File: src/rtl/mac_array_tiled.sv
// Tiled matrix-multiply engine: O = W x I, producing LANES outputs per tile and
// writing one packed O word per (row, tile).
//   state   | meaning
//   S_IDLE  | wait for START, validate and latch job
//   S_RUN   | issue one W/I read per n
//   S_DRAIN | accumulate the last read, no new reads
//   S_WRITE | write the finished tile to O
//   S_DONE  | one-cycle completion pulse
module mac_array_tiled #(
  parameter int DW      = 16,
  parameter int LANES   = 4,
  parameter int MAX_DIM = 8,
  parameter int DIM_W   = 4,
  parameter int AW      = 4,
  parameter int ACC_W   = 35
) (
  input  logic                  CLK,
  input  logic                  RSTN,
  input  logic [3*DIM_W-1:0]    MNT,
  input  logic                  SIGNED,
  input  logic                  SAT,
  input  logic                  START,
  output logic                  BUSY,
  output logic                  DONE,
  output logic                  ERR,
  output logic                  EN_I,
  output logic [AW-1:0]         ADDR_I,
  input  logic [LANES*DW-1:0]   RDATA_I,
  output logic                  EN_W,
  output logic [AW-1:0]         ADDR_W,
  input  logic [LANES*DW-1:0]   RDATA_W,
  output logic                  EN_O,
  output logic                  RW_O,
  output logic [AW-1:0]         ADDR_O,
  output logic [LANES*DW-1:0]   WDATA_O,
  input  logic [LANES*DW-1:0]   RDATA_O
);
  localparam int TB_MAX = MAX_DIM / LANES;

  typedef enum logic [2:0] {S_IDLE, S_RUN, S_DRAIN, S_WRITE, S_DONE} state_t;
  state_t state_q, state_d;

  logic [DIM_W-1:0] m_dim_q, m_dim_d, n_dim_q, n_dim_d, t_dim_q, t_dim_d;
  logic             sgn_q, sgn_d, sat_q, sat_d;
  logic [DIM_W-1:0] m_q, m_d, tb_q, tb_d, n_q, n_d;
  logic             mac_vld_q, mac_vld_d;
  logic [DIM_W-1:0] mac_n_q, mac_n_d;
  logic             err_q, err_d;
  logic [ACC_W-1:0] acc_q [LANES];
  logic [ACC_W-1:0] acc_d [LANES];

  logic [DIM_W-1:0] req_m, req_n, req_t, tb_cnt;
  logic             start_ok, last_n, last_tb, last_m;
  logic [DW-1:0]    w_sel;
  logic [DW-1:0]    i_el [LANES];
  logic signed [2*DW-1:0] prod_s [LANES];
  logic [2*DW-1:0]  prod_u [LANES];
  logic [ACC_W-1:0] prod [LANES];
  logic [LANES*DW-1:0] wdata;
  logic             unused_rdata_o;

  assign unused_rdata_o = ^RDATA_O;

  function automatic logic dim_ok(input logic [DIM_W-1:0] d);
    return (d != '0) && (int'(d) <= MAX_DIM);
  endfunction

  // Signed range holds iff bits [ACC_W-1:DW-1] are all equal.
  function automatic logic [DW-1:0] sat_fn(input logic [ACC_W-1:0] a, input logic sg, input logic st);
    if (!st) return a[DW-1:0];
    if (sg) begin
      if (!a[ACC_W-1] && (a[ACC_W-2:DW-1] != '0)) return {1'b0, {(DW-1){1'b1}}};
      if (a[ACC_W-1] && (a[ACC_W-2:DW-1] != '1)) return {1'b1, {(DW-1){1'b0}}};
      return a[DW-1:0];
    end
    if (a[ACC_W-1:DW] != '0) return '1;
    return a[DW-1:0];
  endfunction

  assign req_m    = MNT[3*DIM_W-1 -: DIM_W];
  assign req_n    = MNT[2*DIM_W-1 -: DIM_W];
  assign req_t    = MNT[DIM_W-1:0];
  assign start_ok = dim_ok(req_m) && dim_ok(req_n) && dim_ok(req_t);
  assign tb_cnt   = DIM_W'((int'(t_dim_q) + LANES - 1) / LANES);
  assign last_n   = (n_q == n_dim_q - DIM_W'(1));
  assign last_tb  = (tb_q == tb_cnt - DIM_W'(1));
  assign last_m   = (m_q == m_dim_q - DIM_W'(1));

  always_ff @(posedge CLK or negedge RSTN) begin
    if (!RSTN) begin
      state_q   <= S_IDLE;
      m_dim_q   <= '0;
      n_dim_q   <= '0;
      t_dim_q   <= '0;
      sgn_q     <= 1'b0;
      sat_q     <= 1'b0;
      m_q       <= '0;
      tb_q      <= '0;
      n_q       <= '0;
      mac_vld_q <= 1'b0;
      mac_n_q   <= '0;
      err_q     <= 1'b0;
      for (int l = 0; l < LANES; l++) acc_q[l] <= '0;
    end else begin
      state_q   <= state_d;
      m_dim_q   <= m_dim_d;
      n_dim_q   <= n_dim_d;
      t_dim_q   <= t_dim_d;
      sgn_q     <= sgn_d;
      sat_q     <= sat_d;
      m_q       <= m_d;
      tb_q      <= tb_d;
      n_q       <= n_d;
      mac_vld_q <= mac_vld_d;
      mac_n_q   <= mac_n_d;
      err_q     <= err_d;
      for (int l = 0; l < LANES; l++) acc_q[l] <= acc_d[l];
    end
  end

  always_comb begin
    state_d = state_q;
    case (state_q)
      S_IDLE:  if (START && start_ok) state_d = S_RUN;
      S_RUN:   if (last_n) state_d = S_DRAIN;
      S_DRAIN: state_d = S_WRITE;
      S_WRITE: state_d = (last_tb && last_m) ? S_DONE : S_RUN;
      S_DONE:  state_d = S_IDLE;
      default: state_d = S_IDLE;
    endcase
  end

  // Read data arrives one cycle after issue, so the MAC uses the registered n.
  always_comb begin
    w_sel = RDATA_W[(int'(mac_n_q) % LANES)*DW +: DW];
    for (int l = 0; l < LANES; l++) begin
      i_el[l]   = RDATA_I[l*DW +: DW];
      prod_s[l] = $signed({{DW{w_sel[DW-1]}}, w_sel}) * $signed({{DW{i_el[l][DW-1]}}, i_el[l]});
      prod_u[l] = {{DW{1'b0}}, w_sel} * {{DW{1'b0}}, i_el[l]};
      prod[l]   = sgn_q ? {{(ACC_W-2*DW){prod_s[l][2*DW-1]}}, prod_s[l]}
                        : {{(ACC_W-2*DW){1'b0}}, prod_u[l]};
    end
  end

  always_comb begin
    m_dim_d   = m_dim_q;
    n_dim_d   = n_dim_q;
    t_dim_d   = t_dim_q;
    sgn_d     = sgn_q;
    sat_d     = sat_q;
    m_d       = m_q;
    tb_d      = tb_q;
    n_d       = n_q;
    mac_vld_d = (state_q == S_RUN);
    mac_n_d   = n_q;
    err_d     = (state_q == S_IDLE) && START && !start_ok;
    for (int l = 0; l < LANES; l++) acc_d[l] = acc_q[l];
    case (state_q)
      S_IDLE: begin
        if (START && start_ok) begin
          m_dim_d = req_m;
          n_dim_d = req_n;
          t_dim_d = req_t;
          sgn_d   = SIGNED;
          sat_d   = SAT;
          m_d     = '0;
          tb_d    = '0;
          n_d     = '0;
        end
      end
      S_RUN: n_d = last_n ? '0 : n_q + DIM_W'(1);
      S_WRITE: begin
        if (last_tb) begin
          tb_d = '0;
          m_d  = last_m ? '0 : m_q + DIM_W'(1);
        end else begin
          tb_d = tb_q + DIM_W'(1);
        end
      end
      default: ;
    endcase
    if (mac_vld_q) begin
      for (int l = 0; l < LANES; l++)
        acc_d[l] = ((mac_n_q == '0) ? '0 : acc_q[l]) + prod[l];
    end
  end

  // Columns past T are padded with zero in the written word.
  always_comb begin
    wdata = '0;
    for (int l = 0; l < LANES; l++) begin
      if (int'(tb_q) * LANES + l < int'(t_dim_q))
        wdata[l*DW +: DW] = sat_fn(acc_q[l], sgn_q, sat_q);
    end
  end

  always_comb begin
    BUSY    = (state_q != S_IDLE);
    DONE    = (state_q == S_DONE);
    ERR     = err_q;
    EN_I    = (state_q == S_RUN);
    EN_W    = (state_q == S_RUN);
    EN_O    = (state_q == S_WRITE);
    RW_O    = (state_q == S_WRITE);
    ADDR_I  = AW'(int'(n_q) * TB_MAX + int'(tb_q));
    ADDR_W  = AW'(int'(m_q) * TB_MAX + int'(n_q) / LANES);
    ADDR_O  = AW'(int'(m_q) * TB_MAX + int'(tb_q));
    WDATA_O = (state_q == S_WRITE) ? wdata : '0;
  end
endmodule
File: config.mk
export PLATFORM = sky130hd
export DESIGN_NAME = mac_array_tiled
export DESIGN_NICKNAME = d
export VERILOG_FILES = /design/src/rtl/mac_array_tiled.sv
export SDC_FILE = /design/constraint.sdc
export NUM_CORES = 2
export LEC_CHECK = 0
export ABC_AREA = 1
export BUFFER_PORTS_ARGS = -buffer_cell sky130_fd_sc_hd__buf_4
export CORE_UTILIZATION = 50
export CTS_BUF_LIST = sky130_fd_sc_hd__clkbuf_16
export DETAILED_ROUTE_END_ITERATION = 16
export GPL_TIMING_DRIVEN = 0
export HOLD_SLACK_MARGIN = 0.05
export PLACE_DENSITY = 0.67
export SYNTH_ARGS = -nofsm -noshare
export SYNTH_HDL_FRONTEND = slang
export SYNTH_SLANG_ARGS = --single-unit
File: constraint.sdc
create_clock -name CLK -period 19 [get_ports CLK]
set_clock_uncertainty 0.15 [all_clocks]
set_input_delay 2.85 -clock CLK [delete_from_list [all_inputs] [get_ports CLK]]
set_output_delay 2.85 -clock CLK [all_outputs]
set_load 0.03 [all_outputs]
==> summary.md <==
| Metric | Value |
|---|---|
| Status | `finished with violations` |
| Violated checks | `capacitance limit, slew limit` |
| Synthesis-stage register bit count | `175` |
| Mapped Area | `81190 sq um` |
| Distinct cells, synth | `61` |
| Initial antenna violation count | `22` |
| Top FF cell, synth | `dfrtp_1` |
| Latest clock arrival within the worst-skew pair | `0.49 ns` |
| Final Cycle Share | `67.69%` |
| Tmin final | `12.86 ns` |
| Top cells by area, synth | `fa_1, inv_1, ha_1, nand2_1, nor2_1` |
| WS Path Type | `input pin to flop` |
| Worst-Margin Slew | `1.694 ns` |
| Core area | `160900 sq um` |
| Xor-xnor portion of the synthesized cell area | `1.715%` |
| Largest family of logic cells by synthesized area | `adder cells` |
| First-pass GRT wire length | `509.7 mm` |
| H-tree depth | `4` |
| Final Hold Viols | `0` |
| Die span in y | `405.0 um` |
| FF-to-FF setup slack | `7.19 ns` |
| CTS buffer count | `17` |
| # Post-CTS Setup Buffers | `0` |
| Post-Syn Nets | `13695` |
| Placed Cells | `13645` |
| Max-Cap Viols | `7` |
| Area grow syn2layout | `6.356%` |
| CP required | `19.22 ns` |
| CTS tree | `yes` |
| Worst path slowest cell | `a21oi_1` |
| Slew HR | `-12.91%` |
| RSZ-0062 raised after global routing | `no` |
| Cell taking the most area after synthesis | `fa_1` |
| DRC Markers | `0` |
| Synth top area share | `35.85%` |
| Buffers on Ports | `223` |
| Critical Path End Type | `flop` |
| Clk sink count | `175` |
| Ys async rst share | `100.0%` |
| Post-CTS sizing | `0` |
| Via count | `78315` |
| Sequential fraction of the synthesis area | `5.394%` |
| Post-synth EDFFs | `0` |
| Synth Area per Inst | `7.211 sq um` |
| Hold WS | `0.3401 ns` |
| Number of top-level pins | `292` |
| Gr usage total | `42.99%` |
| Fmax | `77.75 MHz` |
| Die Area | `164000 sq um` |
| Vias in the first global route | `77677` |
| Hold buffers post-CTS | `0` |
| NumNets Final | `13940` |
| Setup TNS Final | `0 ns` |
| Synthesis warning total | `0` |
| Fin. max-slew vios | `69` |
| Fillers | `15993` |
| Synth Area in Compound Gates | `8.650%` |
| Post-DP HPWL | `298.1 mm` |
| Wire per inst | `25.51 um` |
| Critical Path Start Type | `input pin` |
| Root Buffer | `clkbuf_16` |
| Cell mode on critical path | `nand2_1` |
| Worst path max stage delay | `0.99 ns` |
| Initial Utilization | `50.45%` |
| Mux cell area share after synthesis | `0.1002%` |
| Final setup vio count | `0` |
| Clock transition at path regs | `0.08 ns` |
| CTS max path bufs | `2` |
| DRT Pass-1 Iters | `8` |
| Non-Filler Instances | `13716` |
| Number of core rows | `147` |
| Total wire length | `349.9 mm` |
| Chip width | `405.0 um` |
| Max FO, Critical Path | `11` |
| Post-synthesis cell count | `11259` |
| DRT antenna net count | `0` |
| Adder-Cell Fraction of Synth Area | `47.76%` |
| GRT overflow | `0` |
| RD Place Congestion | `1.042` |
| First-iteration detailed-routing DRC count | `8532` |
| Worst Path Arrival | `13.09 ns` |
| Largest net degree at the start of global routing | `91` |
| Hold Path Class | `flop to flop` |
| Synth Area in Simple Gates | `22.10%` |
| Routed vias/inst | `5.710` |
| Fraction of layout cells with a size suffix above 1 | `4.403%` |
## layer usage
layer / up-vias / share of wire (%) / GRT usage, %
met4: 26 / 5.5 / 20.10
met2: 4727 / 40 / 59.48
met1: 38206 / 41 / 59.05
met5: - / 0.086 / 2.111
met3: 789 / 14 / 15.61
li1: 34567 / - / -
## layout make-up
| class | count | area [sq um] | area share, % |
|---|---|---|---|
| antenna | 41 | 102.6 | 0.1188 |
| sequential | 175 | 4379 | 5.072 |
| clock buffer | 17 | 425.4 | 0.4927 |
| tap | 2160 | 2703 | 3.130 |
| buffer | 291 | 1304 | 1.510 |
| multi-input combinational | 8043 | 65220 | 75.53 |
| timing repair buffer | 226 | 1739 | 2.014 |
| clock inverter | 13 | 151.4 | 0.1753 |
| inverter | 2750 | 10320 | 11.96 |
## stage by stage
stage | setup slack [ns] | cell area, sq um | utilization (%)
floorplan | 9.115 | 81190 | -
global placement | 5.416 | 85570 | 53.17
detailed placement | 6.201 | 85670 | 53.23
CTS | 6.659 | 86240 | 53.59
global route | 5.966 | 86260 | 53.60
finish | 6.138 | 86350 | 53.65
## critical path, delay by kind of cell
kind                     cells  cell delay, ns
buffers and inverters        7            1.65
adder cells (fa/ha/maj)      8            4.49
AO/OA/AOI/OAI                5            2.16
AND/OR/NAND/NOR             18            1.87
## cell usage after synthesis, types with 18 or more instances
cell / instances
a21o_1: 45
o21ai_2: 26
clkbuf_1: 167
nand3b_1: 37
nor3_1: 81
nor2_1: 1343
a21oi_1: 537
or2_2: 41
o21ai_1: 18
inv_1: 2737
xnor2_1: 88
dfrtp_1: 175
o21ai_0: 451
ha_1: 773
buf_2: 95
nand2_1: 2225
o21bai_1: 70
a31oi_1: 32
xor2_1: 71
nand4_1: 138
nand3_1: 453
fa_1: 1454
## placed cells by master (no fill, tap or decap), types with 45 or more instances in the layout
master    netlist  final
o21ai_0       451    451
nand2_1      2225   2225
xnor2_1        88     88
nor3_1         81     81
inv_1        2737   2740
buf_2          95    102
nor2_1       1343   1343
nand3_1       453    453
nand4_1       138    138
ha_1          773    773
buf_4          10    232
a21oi_1       537    537
xor2_1         71     71
a21o_1         45     45
o21bai_1       70     70
clkbuf_1      167    143
dfrtp_1       175    175
fa_1         1454   1454
## kinds of logic (layout without fill, tap and decap cells)
family          count (synthesis)  in the layout
simple gates                 4381           4381
buf+inv                      3041           3297
fa+ha+maj                    2227           2227
compound gates               1268           1268
flops                         175            175
xor+xnor                      159            159
mux                             8              8
other cells                     0             41
## flip-flops by register name, summed over array words and instances (netlist names)
register,cells
sgn_q,1
acc_q,140
mac_n_d,4
mac_vld_q,1
tb_q,4
m_dim_q,4
state_q,3
mac_n_q,4
sat_q,1
n_dim_q,4
ERR,1
m_q,4
t_dim_q,4
## final timing paths
kind / start / endpoint / cells past startpoint
setup / recovery: RDATA_W[31] / acc_q[34] / 38
hold / removal: acc_q[137] / acc_q[137] / 2
setup reg to reg: mac_n_q[1] / acc_q[34] / 38
hold reg to reg: acc_q[137] / acc_q[137] / 2
max in group asynchronous: RSTN / acc_q[28] / 2
min in group asynchronous: RSTN / acc_q[136] / 1
Power is left out: the tool's default activity adds up to more than one toggle a clock period on the data nets, which glitch-free logic cannot reach.
